==> src/rtl/rcfg_profile_streamer.sv <==
// rcfg_profile_streamer: applies one ROM-packed masked-register profile over Avalon-MM reconfig
module rcfg_profile_streamer #(
    parameter int ROM_DATA_WIDTH = 26,
    parameter int ROM_DEPTH      = 4,
    parameter int NUM_PROFILES   = 2,
    parameter int PSEL_W         = 1,
    localparam int AW            = ROM_DEPTH > 1 ? $clog2(ROM_DEPTH) : 1
) (
    input  logic                      reconfig_clk,
    input  logic                      reconfig_reset_n,
    input  logic                      start,
    input  logic [PSEL_W-1:0]         profile_sel,
    output logic                      busy,
    output logic                      done,
    output logic                      error,
    output logic [AW-1:0]             rom_addr,
    input  logic [ROM_DATA_WIDTH-1:0] rom_data,
    output logic [9:0]                avmm_address,
    output logic                      avmm_read,
    output logic                      avmm_write,
    output logic [31:0]               avmm_writedata,
    input  logic [31:0]               avmm_readdata,
    input  logic                      avmm_waitrequest
);
    typedef enum logic [2:0] {IDLE, FETCH, DECODE, READ, WRITE, DONE, ERR} state_t;
    state_t state, state_d;
    logic [PSEL_W-1:0] skip_cnt;
    logic [7:0] mask, data;
    logic is_marker, at_last, bad_sel, advance, apply;
    state_t adv_state;
    assign is_marker = &rom_data;
    assign at_last   = rom_addr == AW'(ROM_DEPTH - 1);
    assign bad_sel   = 32'(profile_sel) >= NUM_PROFILES;
    assign advance   = (state == DECODE && skip_cnt != '0) || (state == WRITE && !avmm_waitrequest);
    assign apply     = state == DECODE && skip_cnt == '0 && !is_marker;
    assign adv_state = at_last ? ERR : FETCH;
    assign busy       = state != IDLE;
    assign done       = state == DONE;
    assign avmm_read  = state == READ;
    assign avmm_write = state == WRITE;
    // State register; reset drops any Avalon strobe immediately
    always_ff @(posedge reconfig_clk or negedge reconfig_reset_n) begin
        if (!reconfig_reset_n) state <= IDLE;
        else state <= state_d;
    end
    // Next-state: walk the ROM, skipping whole profiles, and RMW each selected entry
    always_comb begin
        state_d = state;
        case (state)
            IDLE:    state_d = start ? (bad_sel ? ERR : FETCH) : IDLE;
            FETCH:   state_d = DECODE;
            DECODE:  state_d = advance ? adv_state : (is_marker ? DONE : READ);
            READ:    state_d = avmm_waitrequest ? READ : WRITE;
            WRITE:   state_d = avmm_waitrequest ? WRITE : adv_state;
            default: state_d = IDLE;
        endcase
    end
    // Datapath: ROM pointer, profile skip count, latched entry, merged write data, sticky error
    always_ff @(posedge reconfig_clk or negedge reconfig_reset_n) begin
        if (!reconfig_reset_n) begin
            rom_addr       <= '0;
            skip_cnt       <= '0;
            mask           <= '0;
            data           <= '0;
            avmm_address   <= '0;
            avmm_writedata <= '0;
            error          <= 1'b0;
        end else begin
            if (state == IDLE && start && !bad_sel) begin
                rom_addr <= '0;
                skip_cnt <= profile_sel;
                error    <= 1'b0;
            end
            if (state == DECODE && is_marker && skip_cnt != '0) skip_cnt <= skip_cnt - 1'b1;
            if (apply) {avmm_address, mask, data} <= rom_data[25:0];
            if (advance && !at_last) rom_addr <= rom_addr + 1'b1;
            if (state == READ && !avmm_waitrequest)
                avmm_writedata <= {avmm_readdata[31:8], (avmm_readdata[7:0] & ~mask) | (data & mask)};
            if (state == ERR) error <= 1'b1;
        end
    end
endmodule
==> config.mk <==
export PLATFORM = sky130hd
export DESIGN_NAME = rcfg_profile_streamer
export DESIGN_NICKNAME = d
export VERILOG_FILES = /design/src/rtl/rcfg_profile_streamer.sv
export SDC_FILE = /design/constraint.sdc
export NUM_CORES = 1
export LEC_CHECK = 0
export CAP_MARGIN = 10
export CORE_MARGIN = 3
export CORE_UTILIZATION = 41
export CTS_BUF_LIST = sky130_fd_sc_hd__clkbuf_2 sky130_fd_sc_hd__clkbuf_4 sky130_fd_sc_hd__clkbuf_8
export CTS_CLUSTER_DIAMETER = 150
export DETAILED_ROUTE_END_ITERATION = 16
export HOLD_SLACK_MARGIN = 0.05
export PLACE_DENSITY = 0.77
export SLEW_MARGIN = 20
export SYNTH_ARGS = -nofsm -noshare
export SYNTH_HDL_FRONTEND = slang
export SYNTH_SLANG_ARGS = --single-unit
==> constraint.sdc <==
create_clock -name reconfig_clk -period 1.97 [get_ports reconfig_clk]
set_input_delay 0.394 -clock reconfig_clk [delete_from_list [all_inputs] [get_ports reconfig_clk]]
set_output_delay 0.394 -clock reconfig_clk [all_outputs]
set_load 0.005 [all_outputs]
==> summary.md <==
| Metric | Value |
|---|---|
| DRT Wirelength | `between 6000 and 7000 um` |
| Setup violators final | `0` |
| Final Hold Viols | `0` |
| Global-route wire length before repair | `10,800 um` |
| Layout area overhead | `56.8%` |
| WS Path Type | `register to primary output` |
| Initial antenna violation count | `0` |
| # Max-Cap Violations | `0` |
| Min Tclk post-route | `between 1.5 and 2 ns` |
| Crit. End Element | `primary output` |
| Yosys reg bits | `65` |
| Sequential fraction of the synthesis area | `58.6%` |
| DRC violations left | `0` |
| FILL cells | `512` |
| Final core utilization | `67.3%` |
| Layout Skew | `0.00664 ns` |
| Pwr Density | `1490 mW/mm^2` |
| Combinational power share | `44.2%` |
| Status | `completed` |
| RD Place Congestion | `0.820` |
| Cells along the critical path | `and3b_2 -> clkdlybuf4s50_1` |
| Placed inst area | `roughly 0.0041 sq mm` |
| Vias in the first global route | `2,193` |
| Syn nets | `263` |
| Max Freq | `521 MHz` |
| Chip height | `88.3 um` |
| Vias/cell | `5.00` |
| Syn_area_per_cell | `13.9 sq um` |
| R2r setup slk | `0.11 ns` |
| Post-synth cell types | `34` |
| Diodes inserted | `0` |
| Final slew viol count | `0` |
| Switching share of power | `27.8%` |
| Most frequent cells in the layout | `clkdlybuf4s50_1 (108), dfrtp_1 (62), mux2_2 (52)` |
| Number of buffers added on ports | `111` |
| Clock Power Share | `between 15 and 20%` |
| Die X-Extent | `88.3 um` |
| Core Region | `0.00646 sq mm` |
| CTS tree | `yes` |
| Largest net degree at the start of global routing | `46` |
| HP Class | `primary input to async pin` |
| CTS Hold Bufs | `0` |
| Synth warn | `0` |
| Int Pwr | `4.68 mW` |
| Vias post-DR | `~2,100` |
| Finished Cell Area | `approximately 0.0043 sq mm` |
| CP max FO | `5` |
| Total grt overflow | `0` |
| Max_slew headroom | `81.6%` |
| Number of antenna-violating nets in the routed design | `0` |
| TritonCTS Sinks | `65` |
| HPWL Detailed | `4930 um` |
| Die area | `about 0.0078 sq mm` |
| Starting Density | `42.9%` |
| Worst stage delay on the critical path | `0.50 ns` |
| Clock latency on the worst-skew pair | `between 0.3 and 0.4 ns` |
| Most common cell after layout, fill and taps aside | `clkdlybuf4s50_1` |
| RSZ-0062 raised after global routing | `false` |
| CP required | `1.58 ns` |
| Mapped Area | `0.00277 sq mm` |
| GRT Overall Usage | `18.0%` |
| Critical Path AT | `1.53 ns` |
| Fin crit share | `97.5%` |
| Setup tns final | `0 ns` |
| Drt pass-1 iters | `4` |
| Setup crit start kind | `register` |
| Max rail drop VDD | `0.000808 V` |
| Num ports | `112` |
| Slew @ Worst Pin | `0.274 ns` |
| DR iter-0 viols | `just under 90` |
| Nets | `396` |
| Share of layout cells above drive strength 1 | `29.5%` |
| Row count | `29` |
| TritonCTS buffer count | `9` |
| Seq pwr share | `37.3%` |
| Root Buffer Master | `clkbuf_8` |
| DR WL/cell | `between 15 and 20 um` |
| Slowest-stage cell, CP | `clkdlybuf4s50_1` |
| CTS max path bufs | `2` |
| P_leak | `1.84 nW` |
| Cells after Synth | `between 150 and 200` |
| Net Sw Power | `1.80 mW` |
| H-Tree Depth | `3` |
| Clock slew at the register clock pins of the worst setup and hold paths | `0.07 ns` |
[stage by stage]
stage               hold WS [ns]  worst slack, ns  instances  power (mW)
floorplan                 0.0984            0.224        199        3.73
global placement           0.407           -0.162        391        5.14
detailed placement         0.410           -0.190        391        5.25
CTS                       0.0523          0.00319        411        6.53
global route              0.0682          0.00692        413        6.93
finish                    0.0458           0.0496        413        6.49
[synth_stat cells, drive strengths merged]
library cell	n	share of area, %
a21o	1	0.27
a21oi	10	1.8
a221o	2	0.72
a311oi	1	0.32
a31oi	1	0.77
a32o	1	0.36
and2b	1	0.27
and3b	1	0.32
and4	1	0.32
buf	8	2.0
clkbuf	1	0.18
dfrtp	65	59
ha	1	0.45
inv	4	0.54
mux2	52	21
mux2i	9	3.2
nand2	3	0.41
nand2b	2	0.54
nand3	3	0.54
nand3b	1	0.27
nand4	6	1.4
nor2	13	1.8
nor2b	3	0.68
nor3	1	0.18
nor3b	2	0.95
nor4	1	0.77
nor4b	1	0.32
o21a	1	0.27
o21ai	2	0.36
or3b	1	0.32
[worst max-delay path: cells and delay by family, from the launching register on]
family / cells / cell delay [ns]
buffers and inverters: 1 / 0.50
DFF: 1 / 0.44
and+or+nand+nor: 1 / 0.27
[sequential cells by signal (all words and copies together), names as in the netlist]
signal          count
avmm_address       10
avmm_writedata     32
data                8
error               1
mask                8
rom_addr            2
skip_cnt            1
state               3
[final timing paths]
path,startpoint,end,cells after the start
max in group asynchronous,reconfig_reset_n,data[1]$_DFFE_PN0P_,2
worst min-delay path,reconfig_reset_n,rom_addr[1]$_DFFE_PN0P_,2
worst max-delay path,state[2]$_DFF_PN0_,avmm_read,2
min in group reconfig_clk,avmm_writedata[22]$_DFFE_PN0N_,avmm_writedata[22]$_DFFE_PN0N_,1
worst max register to register,state[2]$_DFF_PN0_,avmm_address[9]$_DFFE_PN0P_,6
worst min register to register,avmm_writedata[22]$_DFFE_PN0N_,avmm_writedata[22]$_DFFE_PN0N_,1
[kinds of logic after synthesis]
| group | count (synthesis) | share of synthesized area (%) |
|---|---|---|
| flops | 65 | 58.6 |
| mux | 61 | 24.4 |
| simple gates | 40 | 8.98 |
| fa+ha+maj | 1 | 0.451 |
| compound gates | 19 | 4.87 |
| buf+inv | 13 | 2.71 |
[layout make-up]
cell class | count | area [sq um] | area share, %
clock inverters | 2 | 35.0 | 0.806
repair buffers | 131 | 1310 | 30.1
well taps | 77 | 96.3 | 2.22
flip-flops and latches | 65 | 1630 | 37.5
inverters | 4 | 15.0 | 0.345
clock buffers | 13 | 179 | 4.11
multi-input cells | 121 | 1090 | 25.0
[power by group through the flow]
stage | clock network [mW] | logic [mW] | registers [mW]
after detailed placement | 0 | 2.79 | 2.46
after floorplan | 0 | 1.33 | 2.40
after CTS | 1.23 | 2.87 | 2.43
after global placement | 0 | 2.71 | 2.43
final | 1.20 | 2.87 | 2.42
after global routing | 1.29 | 3.12 | 2.52
[per-layer routing]
layer | global-route usage [%] | up-vias | wire length (um)
met4 | 7.14 | 0 | 90
met2 | 29.0 | 66 | 3360
met3 | 4.10 | 7 | 335
met5 | 0 | - | 0
met1 | 23.6 | 1011 | 2850
li1 | - | 983 | -
[repair_timing]
action                                  in CTS  in global routing
setup buffers                                5                  2
pin swaps                                    1                  1
resized for setup                            4                  3
endpoints found under the setup margin       4                  3
Power figures use the tool's default switching activity.
